### src/rtl/cdm8_err_stats.sv
// Error-statistics accumulator for the cdm8_aa approximate multiplier stream.
// Define CDM_ERR_BIAS_EN to add the signed bias accumulator output bias_sum.
module cdm8_err_stats #(
  parameter int SUM_W = 32,
  parameter int CNT_W = 17
) (
  input  logic             clk,
  input  logic             rst,
  input  logic             start,
  input  logic [CNT_W-1:0] n_samples,
  input  logic             in_valid,
  output logic             in_ready,
  input  logic [7:0]       a,
  input  logic [7:0]       b,
  input  logic [15:0]      r,
  output logic             busy,
  output logic             done,
  output logic [CNT_W-1:0] sample_cnt,
  output logic [CNT_W-1:0] err_cnt,
  output logic [SUM_W-1:0] sum_ed,
  output logic [15:0]      max_ed,
  output logic [7:0]       max_a,
  output logic [7:0]       max_b
`ifdef CDM_ERR_BIAS_EN
  ,
  output logic signed [SUM_W:0] bias_sum
`endif
);

  typedef enum logic [1:0] {
    IDLE  = 2'd0,
    RUN   = 2'd1,
    DRAIN = 2'd2,
    DONE  = 2'd3
  } state_t;

  // Unsigned accumulate that sticks at all-ones instead of wrapping.
  function automatic logic [SUM_W-1:0] sat_add_u(input logic [SUM_W-1:0] acc,
                                                 input logic [15:0]      inc);
    logic [SUM_W:0] s;
    s = {1'b0, acc} + {{(SUM_W-15){1'b0}}, inc};
    return s[SUM_W] ? {SUM_W{1'b1}} : s[SUM_W-1:0];
  endfunction

  function automatic logic [15:0] abs_diff(input logic [15:0] x, input logic [15:0] y);
    return (x >= y) ? (x - y) : (y - x);
  endfunction

`ifdef CDM_ERR_BIAS_EN
  // Signed accumulate clamped symmetrically to the SUM_W+1 bit two's-complement range.
  function automatic logic signed [SUM_W:0] sat_add_s(input logic signed [SUM_W:0] acc,
                                                      input logic signed [16:0]    inc);
    logic signed [SUM_W+1:0] s;
    s = $signed({acc[SUM_W], acc}) + $signed({{(SUM_W-15){inc[16]}}, inc});
    if (s[SUM_W+1] != s[SUM_W]) begin
      return s[SUM_W+1] ? $signed({1'b1, {SUM_W{1'b0}}}) : $signed({1'b0, {SUM_W{1'b1}}});
    end
    return s[SUM_W:0];
  endfunction
`endif

  state_t           state_q, state_d;
  logic [CNT_W-1:0] n_q, n_d;
  logic [CNT_W-1:0] acc_q, acc_d;
  logic             done_q, done_d;
  logic             xfer;
  logic             clr_stats;

  logic             vld_p1_q, vld_p1_d;
  logic [7:0]       a_p1_q, a_p1_d;
  logic [7:0]       b_p1_q, b_p1_d;
  logic [15:0]      r_p1_q, r_p1_d;

  logic [15:0]      exact_p1;
  logic             vld_p2_q, vld_p2_d;
  logic [7:0]       a_p2_q, a_p2_d;
  logic [7:0]       b_p2_q, b_p2_d;
  logic [15:0]      ed_p2_q, ed_p2_d;
  logic             err_p2_q, err_p2_d;

  logic [CNT_W-1:0] sample_q, sample_d;
  logic [CNT_W-1:0] errc_q, errc_d;
  logic [SUM_W-1:0] sum_q, sum_d;
  logic [15:0]      max_ed_q, max_ed_d;
  logic [7:0]       max_a_q, max_a_d;
  logic [7:0]       max_b_q, max_b_d;

`ifdef CDM_ERR_BIAS_EN
  logic signed [16:0]    sd_p2_q, sd_p2_d;
  logic signed [SUM_W:0] bias_q, bias_d;
`endif

  // Control: run sequencing and the accept counter.
  always_comb begin
    state_d   = state_q;
    n_d       = n_q;
    acc_d     = acc_q;
    done_d    = 1'b0;
    clr_stats = 1'b0;
    in_ready  = (state_q == RUN) && (acc_q < n_q);
    xfer      = in_valid && in_ready;
    case (state_q)
      IDLE, DONE: begin
        if (start) begin
          n_d       = n_samples;
          acc_d     = '0;
          clr_stats = 1'b1;
          state_d   = RUN;
        end
      end
      RUN: begin
        if (xfer) acc_d = acc_q + CNT_W'(1);
        if (acc_q == n_q) state_d = DRAIN;
      end
      DRAIN: begin
        if (!vld_p1_q && !vld_p2_q) begin
          done_d  = 1'b1;
          state_d = DONE;
        end
      end
      default: state_d = IDLE;
    endcase
  end

  // S1 -> S2: exact product and error distance.
  always_comb begin
    vld_p1_d = xfer;
    a_p1_d   = a;
    b_p1_d   = b;
    r_p1_d   = r;

    exact_p1 = 16'(a_p1_q) * 16'(b_p1_q);
    vld_p2_d = vld_p1_q;
    a_p2_d   = a_p1_q;
    b_p2_d   = b_p1_q;
    ed_p2_d  = abs_diff(exact_p1, r_p1_q);
    err_p2_d = (exact_p1 != r_p1_q);
`ifdef CDM_ERR_BIAS_EN
    sd_p2_d  = $signed({1'b0, r_p1_q}) - $signed({1'b0, exact_p1});
`endif
  end

  // S2 -> S3: statistics update; a tie on max_ed keeps the earlier sample.
  always_comb begin
    sample_d = sample_q;
    errc_d   = errc_q;
    sum_d    = sum_q;
    max_ed_d = max_ed_q;
    max_a_d  = max_a_q;
    max_b_d  = max_b_q;
`ifdef CDM_ERR_BIAS_EN
    bias_d   = bias_q;
`endif
    if (clr_stats) begin
      sample_d = '0;
      errc_d   = '0;
      sum_d    = '0;
      max_ed_d = '0;
      max_a_d  = '0;
      max_b_d  = '0;
`ifdef CDM_ERR_BIAS_EN
      bias_d   = '0;
`endif
    end else if (vld_p2_q) begin
      sample_d = sample_q + CNT_W'(1);
      errc_d   = errc_q + CNT_W'(err_p2_q);
      sum_d    = sat_add_u(sum_q, ed_p2_q);
      if (ed_p2_q > max_ed_q) begin
        max_ed_d = ed_p2_q;
        max_a_d  = a_p2_q;
        max_b_d  = b_p2_q;
      end
`ifdef CDM_ERR_BIAS_EN
      bias_d   = sat_add_s(bias_q, sd_p2_q);
`endif
    end
  end

  always_ff @(posedge clk) begin
    if (rst) begin
      state_q  <= IDLE;
      n_q      <= '0;
      acc_q    <= '0;
      done_q   <= 1'b0;
      vld_p1_q <= 1'b0;
      a_p1_q   <= '0;
      b_p1_q   <= '0;
      r_p1_q   <= '0;
      vld_p2_q <= 1'b0;
      a_p2_q   <= '0;
      b_p2_q   <= '0;
      ed_p2_q  <= '0;
      err_p2_q <= 1'b0;
      sample_q <= '0;
      errc_q   <= '0;
      sum_q    <= '0;
      max_ed_q <= '0;
      max_a_q  <= '0;
      max_b_q  <= '0;
`ifdef CDM_ERR_BIAS_EN
      sd_p2_q  <= '0;
      bias_q   <= '0;
`endif
    end else begin
      state_q  <= state_d;
      n_q      <= n_d;
      acc_q    <= acc_d;
      done_q   <= done_d;
      vld_p1_q <= vld_p1_d;
      a_p1_q   <= a_p1_d;
      b_p1_q   <= b_p1_d;
      r_p1_q   <= r_p1_d;
      vld_p2_q <= vld_p2_d;
      a_p2_q   <= a_p2_d;
      b_p2_q   <= b_p2_d;
      ed_p2_q  <= ed_p2_d;
      err_p2_q <= err_p2_d;
      sample_q <= sample_d;
      errc_q   <= errc_d;
      sum_q    <= sum_d;
      max_ed_q <= max_ed_d;
      max_a_q  <= max_a_d;
      max_b_q  <= max_b_d;
`ifdef CDM_ERR_BIAS_EN
      sd_p2_q  <= sd_p2_d;
      bias_q   <= bias_d;
`endif
    end
  end

  assign busy       = (state_q == RUN) || (state_q == DRAIN);
  assign done       = done_q;
  assign sample_cnt = sample_q;
  assign err_cnt    = errc_q;
  assign sum_ed     = sum_q;
  assign max_ed     = max_ed_q;
  assign max_a      = max_a_q;
  assign max_b      = max_b_q;
`ifdef CDM_ERR_BIAS_EN
  assign bias_sum   = bias_q;
`endif

endmodule

### config.mk
export PLATFORM = sky130hd
export DESIGN_NAME = cdm8_err_stats
export DESIGN_NICKNAME = d
export VERILOG_FILES = /design/src/rtl/cdm8_err_stats.sv
export SDC_FILE = /design/constraint.sdc
export NUM_CORES = 1
export LEC_CHECK = 0
export BUFFER_PORTS_ARGS = -buffer_cell sky130_fd_sc_hd__buf_2
export CORE_MARGIN = 2
export CORE_UTILIZATION = 49
export DETAILED_ROUTE_END_ITERATION = 7
export GPL_TIMING_DRIVEN = 0
export HOLD_SLACK_MARGIN = 0.06
export PLACE_DENSITY = 0.69
export SLEW_MARGIN = 20
export SYNTH_ARGS = -nofsm -noshare
export SYNTH_HDL_FRONTEND = slang
export SYNTH_SLANG_ARGS = --single-unit
### constraint.sdc
create_clock -name clk -period 10.5 [get_ports clk]
set_clock_uncertainty 0.15 [all_clocks]
set_input_delay 1.05 -clock clk [delete_from_list [all_inputs] [get_ports clk]]
set_output_delay 1.05 -clock clk [all_outputs]
set_load 0.05 [all_outputs]
Yosys cells after proc, flatten, opt, wreduce, memory -nomap -nowiden
Index checks and enable logic that the tools add are counted.
{"block": "totals", "reg_bits": 202, "output_inout_bits": 101, "wordCells": 66, "in_bits": 53}
{"block": "classes", "muxes": 12, "multipliers": 1, "eq_ne": 9, "n_addsub": 6, "order_cmp": 3, "n_bitwise": 1, "reduce_logical": 15}
{"cell": "17-bit by 1-bit adder with 17-bit output (second input constant)", "n": 2}
{"cell": "17-bit 2-to-1 mux", "n": 2}
{"cell": "17-bit case mux with 2 select lines", "n": 1}
{"cell": "32-bit by 16-bit adder with 33-bit output", "n": 1}
{"cell": "32-bit 2-to-1 mux", "n": 1}
{"cell": "16-bit subtractor", "n": 2}
{"cell": "17-bit by 1-bit adder with 17-bit output", "n": 1}
{"cell": "17-bit equality test", "n": 1}
{"cell": "17-bit < comparator", "n": 1}
{"cell": "16-bit >= comparator", "n": 1}
{"cell": "16-bit greater-than comparator", "n": 1}
{"cell": "8-bit by 8-bit multiplier with 16-bit output", "n": 1}
{"cell": "16-bit 2-to-1 mux", "n": 1}
{"cell": "16-bit inequality test", "n": 1}
{"cell": "2-bit 2-to-1 mux", "n": 3}
{"cell": "2-bit inequality test (second input constant)", "n": 3}
{"cell": "2-bit case mux with 3 select lines", "n": 1}
{"cell": "3-bit AND reduction", "n": 2}
{"cell": "2-bit OR reduction", "n": 3}
{"cell": "2-bit equality test (second input constant)", "n": 2}
{"cell": "2-bit AND reduction", "n": 2}
{"cell": "1-bit logical AND", "n": 3}
{"cell": "1-bit 2-to-1 mux", "n": 3}
{"cell": "2-bit by 1-bit equality test with 1-bit output (second input constant)", "n": 1}
{"cell": "other kinds (6)", "n": 7}

Logic depth before layout (Yosys ltp)
Gate-level depths: netlist of the first run.
{"block": "logic_depth", "depth_word": 5, "ltp_mapped": 27, "mapped_depth_nobuf": 25}

Worst setup path before layout of the first run
Ideal clock, no wire load.
{"block": "synth_timing", "path_type": "flip-flop to flip-flop", "from": "reg b_p1_q[7]", "to": "reg ed_p2_q[11]", "path_slack_ps": 3906, "n_path_buf": 2, "t_arrival_ps": 6309, "period_less_slack_ps": 6594, "stages_incl_launch_ff": 27, "path_cell_list": "dfxtp_1 > nand2_1 > fa_1 > fa_1 > inv_1 > fa_1 > inv_1 > fa_1 > inv_1 > ha_1 > nor2b_1 > o21a_1 > o22ai_1 > o21ai_0 > or2_2 > xor2_1 > ha_1 > clkbuf_1 > nand4_1 > nor3_4 > a21o_1 > a211o_2 > buf_6 > a311o_1 > a31oi_4 > and4bb_1 > or4_1"}
{"block": "synth_between", "elab_chain_len": 3, "word_cells_on_any_way": 5, "classes_between": "2 x add/sub; 1 x mul; 1 x order compare; 1 x mux"}
{"element": "start, declared", "line": "71", "source": "logic [7:0] b_p1_q, b_p1_d;"}
{"element": "start signal, assigned", "line": "211", "source": "b_p1_q <= b_p1_d;"}
{"element": "8-bit by 8-bit multiplier with 16-bit output (*)", "line": "132", "source": "exact_p1 = 16'(a_p1_q) * 16'(b_p1_q);"}
{"element": "16-bit subtractor or 16-bit >= comparator (tied branches)", "line": "46", "source": "return (x >= y) ? (x - y) : (y - x);"}
{"element": "16-bit 2-to-1 mux (*)", "line": "46"}
{"element": "end signal, assigned", "line": "216", "source": "ed_p2_q <= ed_p2_d;"}
{"element": "end, declared", "line": "78", "source": "logic [15:0] ed_p2_q, ed_p2_d;"}
Every way passes the cells marked *; elsewhere a longest branch is shown, timed or not.
A chain may end at the register's enable or synchronous reset.

Final worst setup path of the first run
Ends and elaborated chain as after synthesis.

==> out/qor.csv, run 1 <==
metric,value,unit
Final #Nets,1856,
total power,2.49,mW
Max IR drop VDD,119,uV
area taken by multi-input logic gates,7710,sq um
"area leader, netlist",dfxtp_1,
syn nets,1678,
endpoints failing setup,0,
Layout Area Growth over Synthesis,15.4,%
combinational power share,32.8,%
Worst Setup Start Kind,flip-flop,
Setup CP Type,reg -> reg,
GP Congestion,0.932,
Fill cells,2384,
ys async rst share,0,%
Bufs on Longest Clock Path,3,
die width,164,um
layout cell share with drive strength beyond 1,13.3,%
Net Sw Frac,36.6,%
full die area,26800,sq um
prevailing post-synth register cell,dfxtp_1,
PD cells,172,nW/um^2
status,finished clean,
CTS Root Cell,clkbuf_16,
CTS Hold Buffers Added,0,
crit path time final,7.43,ns
Syn Inst Count,1463,
initial antenna violation count,0,
Final WS setup,3.07,ns
Fmax,135,MHz
post-route antenna net violation count,0,
register share of total power,35.0,%
reg2reg start,b_p1_q[7],
hold_sp,vld_p1_q,
Register Area,4040,sq um
"Reg clk slew, reported paths",0.06,ns
worst-path maximum fanout,10,
final worst-path cycle share,70.8,%
clk sink count,202,
CTS tree,built,
pre-CTS setup slack,3.16,ns
Pleak,6.42,nW
post-DR wirelength/cell,16.0,um
Int Pwr,1.58,mW
synthesized area,12500,sq um
Core Footprint,25100,sq um
Reg2Reg Depth,25,
Initial Utilization,49.8,%
Total Wirelength,31700,um
total of flip-flops plus latches after synthesis,202,
initial DRC count,859,
"top cells by area, synth","dfxtp_1, ha_1, fa_1",
post-layout util,57.5,%
GR Util All Layers,23.5,%
reg2reg end,ed_p2_q[11],
drt first pass iters,6,
H-tree depth,1,
"Seq/Total Area, Yosys",32.3,%
syn avg cell area,8.55,sq um
total gr overflow,0,
Worst Setup SP,b_p1_q[7],
hpwl dp,24200,um
HP Class,reg -> reg,
number of cells after detailed placement,1946,
Clock Power Share,32.3,%
Max Slew Vio Count,0,
first-pass GRT wire length,51700,um
FP Rows,58,
# port buffers,153,
Fin Setup TNS,0,ns
Synth top area share,32.3,%
highest-count cells in the layout ignoring fill and taps,"dfxtp_1, buf_2, inv_1, a21oi_1, ha_1",
FF-to-FF setup slack,3.07,ns
"Hold Vio Cnt, Final",0,
library cells used by synthesis,68,
cts repair resizes,0,
RSZ-0062 raised after global routing,false,
"Setup Fix Bufs, Post-CTS",0,
CTS Buf Count,23,
worst hold endpoint,done,
via count,11000,
vias per cell,5.53,
DRC Markers,0,
Arrival @ worst endpoint,7.67,ns
max-cap check violation count,0,
CP endpoint kind,flip-flop,
Post-synth EDFFs,0,
Skew-Pair Late Insertion Delay,0.52,ns
worst slew pin tran,0.800,ns
Yosys Warn Count,0,
Ports,154,
"most common cell after layout, fill and taps aside",dfxtp_1,
Slew HR,46.7,%
P_sw,0.911,mW
number of global-route vias before repair,10500,
pin count of the biggest net entering global routing,15,
WHS Path Cells,1,
CP required,10.74,ns
Die Y-Extent,164,um
"Cell Count, Final, Fillers Out",1986,
## flip-flops by register name, summed over array words and instances, names as in the netlist
| register | cells |
|---|---|
| vld_p1_q | 1 |
| state_q | 2 |
| vld_p2_q | 1 |
| a_p1_q | 8 |
| max_ed | 16 |
| max_b | 8 |
| sample_cnt | 17 |
| n_q | 17 |
| err_cnt | 17 |
| done | 1 |
| acc_q | 17 |
| sum_ed | 32 |
| a_p2_q | 8 |
| max_a | 8 |
| b_p2_q | 8 |
| err_p2_q | 1 |
| r_p1_q | 16 |
| b_p1_q | 8 |
| ed_p2_q | 16 |
## power by group through the flow
stage / registers [mW] / logic, mW / clock network [mW]
2_1_floorplan: 0.882 / 0.593 / 0
3_3_place_gp: 0.885 / 0.793 / 0
3_5_place_dp: 0.887 / 0.806 / 0
4_1_cts: 0.870 / 0.812 / 0.820
5_1_grt: 0.877 / 0.910 / 0.853
6_report: 0.871 / 0.816 / 0.804
## per-stage QoR
step                      hold WS, ns  area [sq um]
final                           0.292         14400
after global routing            0.308         14400
after CTS                       0.292         14400
after detailed placement        0.291         13700
after global placement          0.283         13700
after floorplan                 0.261         12500
## area by class of cell
cell class	instances	share of cell area, %
clock buffers	30	4.37
diodes	1	0.0173
clock inverters	9	0.814
multi-input cells	1064	53.4
well taps	330	2.86
plain buffers	57	1.63
flip-flops and latches	202	28.0
inverters	140	3.64
repair buffers	153	5.30
## critical path, stage by stage, from the launching register on
cell and delay, ns:
dfxtp_1 0.57, nand2_1 0.14, fa_1 0.54, fa_1 0.54
inv_1 0.05, fa_1 0.53, inv_1 0.05, fa_1 0.53
inv_1 0.04, ha_1 0.32, nor2b_1 0.14, o21a_1 0.19
o22ai_1 0.18, o21ai_0 0.15, or2_2 0.32, xor2_1 0.15
ha_1 0.27, clkbuf_1 0.36, nand4_1 0.22, nor3_4 0.28
a21o_1 0.24, a211o_2 0.15, buf_6 0.16, mux2i_1 0.31
and4bb_1 0.25, or4_1 0.46
## worst max path at each step
stage | to | slack (ns) | cells after the start
floorplan | ed_p2_q[11] | 3.91 | 26
global placement | ed_p2_q[11] | 3.17 | 25
detailed placement | ed_p2_q[11] | 3.16 | 26
CTS | ed_p2_q[11] | 3.15 | 26
global route | ed_p2_q[11] | 2.65 | 25
finish | ed_p2_q[11] | 3.07 | 25
## cell usage after synthesis, drive strengths merged (2+ instances only)
cell type,instances
xor2,37
o2111ai,2
xnor2,28
a31o,2
o21bai,7
and4,13
inv,140
or4,2
a21o,34
nand4,25
mux2i,16
clkbuf,44
a311o,4
dfxtp,202
or2,6
ha,123
and2,62
a221oi,6
nor4,3
a211o,4
nand2b,5
a211oi,16
mux2,4
nor2b,55
and3,18
a311oi,13
or3,6
o31ai,2
o221ai,2
o41ai,3
o211ai,3
a31oi,12
o21a,8
nor3,25
a41oi,7
a21oi,130
o21ai,88
nand3,60
nor3b,2
buf,13
fa,39
nor2,84
nand2,96
## kinds of logic after synthesis
logic type                 count (synthesis)  synth area share (%)
DFF                                      202                  32.3
and+or+nand+nor                          467                  19.5
muxes                                     20                  1.64
AOI/OAI and AO/OA                        350                  17.4
adders and majority gates                162                  18.5
xor gates and xnor gates                  65                  4.55
buffers and inverters                    197                  6.08
## routing by layer
metal / part of all wire (%) / global-route usage [%] / up-vias
li1: - / - / 5422
met1: 46 / 32.0 / 5190
met2: 46 / 39.5 / 322
met3: 5.7 / 2.68 / 45
met4: 2.2 / 6.58 / 0
met5: 0 / 0 / -
(Power assumes the default switching activity.)
==> inputs of run 2 (changes only) <==
==> constraint.sdc (replaced) <==
create_clock -name clk -period 7.7 [get_ports clk]
set_clock_uncertainty 0.15 [all_clocks]
set_input_delay 0.77 -clock clk [delete_from_list [all_inputs] [get_ports clk]]
set_output_delay 0.77 -clock clk [all_outputs]
set_load 0.05 [all_outputs]
==> out/qor.csv, run 2 (synthesis gave the netlist of run 1 again) <==
metric,value,unit,change
WL met2,14700,um,about the same
Initial Utilization,49.8,%,unchanged
Final #Nets,1855,,was 1856
Setup CP Type,reg -> reg,,unchanged
Worst Setup Start Kind,flip-flop,,unchanged
post-route antenna net violation count,0,,unchanged
max FFs per register,32,,unchanged
PD cells,235,nW/um^2,was 172 nW/um^2
vias per cell,5.52,,was 5.53
CTS tree,built,,unchanged
pre-CTS setup slack,0.365,ns,was 3.16 ns
HP Class,reg -> reg,,unchanged
H-tree depth,1,,unchanged
FP Rows,58,,unchanged
endpoints failing setup,0,,unchanged
"Reg clk slew, reported paths",0.06,ns,about the same
Register Area,4050,sq um,was 4040 sq um
Fmax,138,MHz,was 135 MHz
Max IR drop VDD,162,uV,was 119 uV
number of global-route vias before repair,10500,,unchanged
Fin Setup TNS,0,ns,unchanged
initial DRC count,868,,was 859
Arrival @ worst endpoint,7.52,ns,was 7.67 ns
Bufs on Longest Clock Path,3,,unchanged
GR Util All Layers,23.5,%,unchanged
via count,11000,,about the same
# port buffers,153,,unchanged
highest-count cells in the layout ignoring fill and taps,"dfxtp_1, buf_2, inv_1, a21oi_1, ha_1",,unchanged
Layout Area Growth over Synthesis,15.4,%,about the same
Final WS setup,0.430,ns,was 3.07 ns
max-cap check violation count,0,,unchanged
total gr overflow,0,,unchanged
"most common cell after layout, fill and taps aside",dfxtp_1,,unchanged
top routing layer in use,met4,,unchanged
crit path time final,7.27,ns,was 7.43 ns
GP Congestion,0.932,,unchanged
Core Footprint,25100,sq um,unchanged
Skew-Pair Late Insertion Delay,0.52,ns,about the same
DRC Markers,0,,unchanged
Slew HR,47.3,%,was 46.7%
clk sink count,202,,unchanged
area taken by multi-input logic gates,7710,sq um,unchanged
first-pass GRT wire length,51700,um,unchanged
Ports,154,,unchanged
status,finished clean,,unchanged
RSZ-0062 raised after global routing,false,,unchanged
Pleak,6.42,nW,about the same
Die Y-Extent,164,um,unchanged
CTS Buf Count,23,,unchanged
post-DR wirelength/cell,16.0,um,about the same
layout cell share with drive strength beyond 1,13.4,%,was 13.3%
"Hold Vio Cnt, Final",0,,unchanged
Total Wirelength,31700,um,about the same
CTS Root Cell,clkbuf_16,,unchanged
pin count of the biggest net entering global routing,15,,unchanged
CP required,7.95,ns,was 10.74 ns
CP endpoint kind,flip-flop,,unchanged
worst-path maximum fanout,10,,unchanged
drt first pass iters,5,,was 6
Fill cells,2382,,was 2384
initial antenna violation count,0,,unchanged
hpwl dp,24200,um,unchanged
DRT met1 WL,14700,um,was 14500 um
full die area,26800,sq um,unchanged
final worst-path cycle share,94.4,%,was 70.8%
met3 wire length,1620,um,was 1800 um
Max Slew Vio Count,0,,unchanged
die width,164,um,unchanged
worst slew pin tran,0.786,ns,was 0.800 ns
[run 2: changes by cell type in the layout (fill, tap and decap cells not counted)]
cell,before,now
clkbuf_1,48,47
dfxtp_1,202,201
dfxtp_2,0,1
[run 2: layout make-up]
cell class / count / area share (%)
multi-input cells: 1064 / 53.4
inverters: 140 / 3.64
clock buffers: 30 / 4.37
repair buffers: 153 / 5.30
flip-flops and latches: 202 / 28.0
clock inverters: 9 / 0.814
plain buffers: 56 / 1.60
well taps: 330 / 2.86
diodes: 1 / 0.0173
[run 2: metrics by stage]
step                      std cells  power [mW]  utilization [%]  instance area [sq um]  hold slack [ns]
after floorplan                1463        2.01                -                  12500            0.261
after global placement         1946        2.29             54.5                  13700            0.283
after detailed placement       1946        2.31             54.5                  13700            0.291
after CTS                      1985        3.41             57.5                  14400            0.288
after global routing           1984        3.60             57.5                  14400            0.294
final                          1985        3.40             57.5                  14400            0.292
[run 2: final timing paths]
check / from / end / slack, ns / depth (start not counted)
worst max register to register: b_p1_q[6] / ed_p2_q[12] / 0.43 / 23
worst min-delay path: vld_p1_q / done / 0.29 / 1
worst max-delay path: b_p1_q[6] / ed_p2_q[12] / 0.43 / 23
worst min register to register: vld_p1_q / done / 0.29 / 1
[run 2: per-layer routing]
| layer | global-route usage (%) | up-vias |
|---|---|---|
| met3 | 2.68 | 51 |
| met5 | 0 | - |
| met2 | 39.5 | 310 |
| met4 | 6.58 | 0 |
| li1 | - | 5427 |
| met1 | 32.0 | 5175 |
[run 2: what timing repair did]
action | CTS | global route
resized for setup | 0 | 1
buffers inserted | 0 | 0
endpoints found under the hold margin | 0 | 0
hold buffers | 0 | 0
endpoints found under the setup margin | 0 | 4
[run 2: critical path, cell delays in order (launching register included)]
cell      delay (ns)
dfxtp_1         0.54
nand2_1         0.13
fa_1            0.52
fa_1            0.54
inv_1           0.05
fa_1            0.53
inv_1           0.05
fa_1            0.53
inv_1           0.04
ha_1            0.21
or2_2           0.27
o22a_1          0.18
a41o_1          0.26
o41ai_1         0.50
xnor2_1         0.13
ha_1            0.23
nor3_1          0.17
o221ai_1        0.15
and3_1          0.27
a211oi_4        0.63
mux2i_1         0.27
o221ai_1        0.20
a31oi_1         0.22
mux2_2          0.36
[run 2: report_power, final]
group / switching (mW) / internal [mW] / total, mW
sequential: 0.0696 / 1.12 / 1.19
clock: 0.449 / 0.648 / 1.10
combinational: 0.724 / 0.389 / 1.11
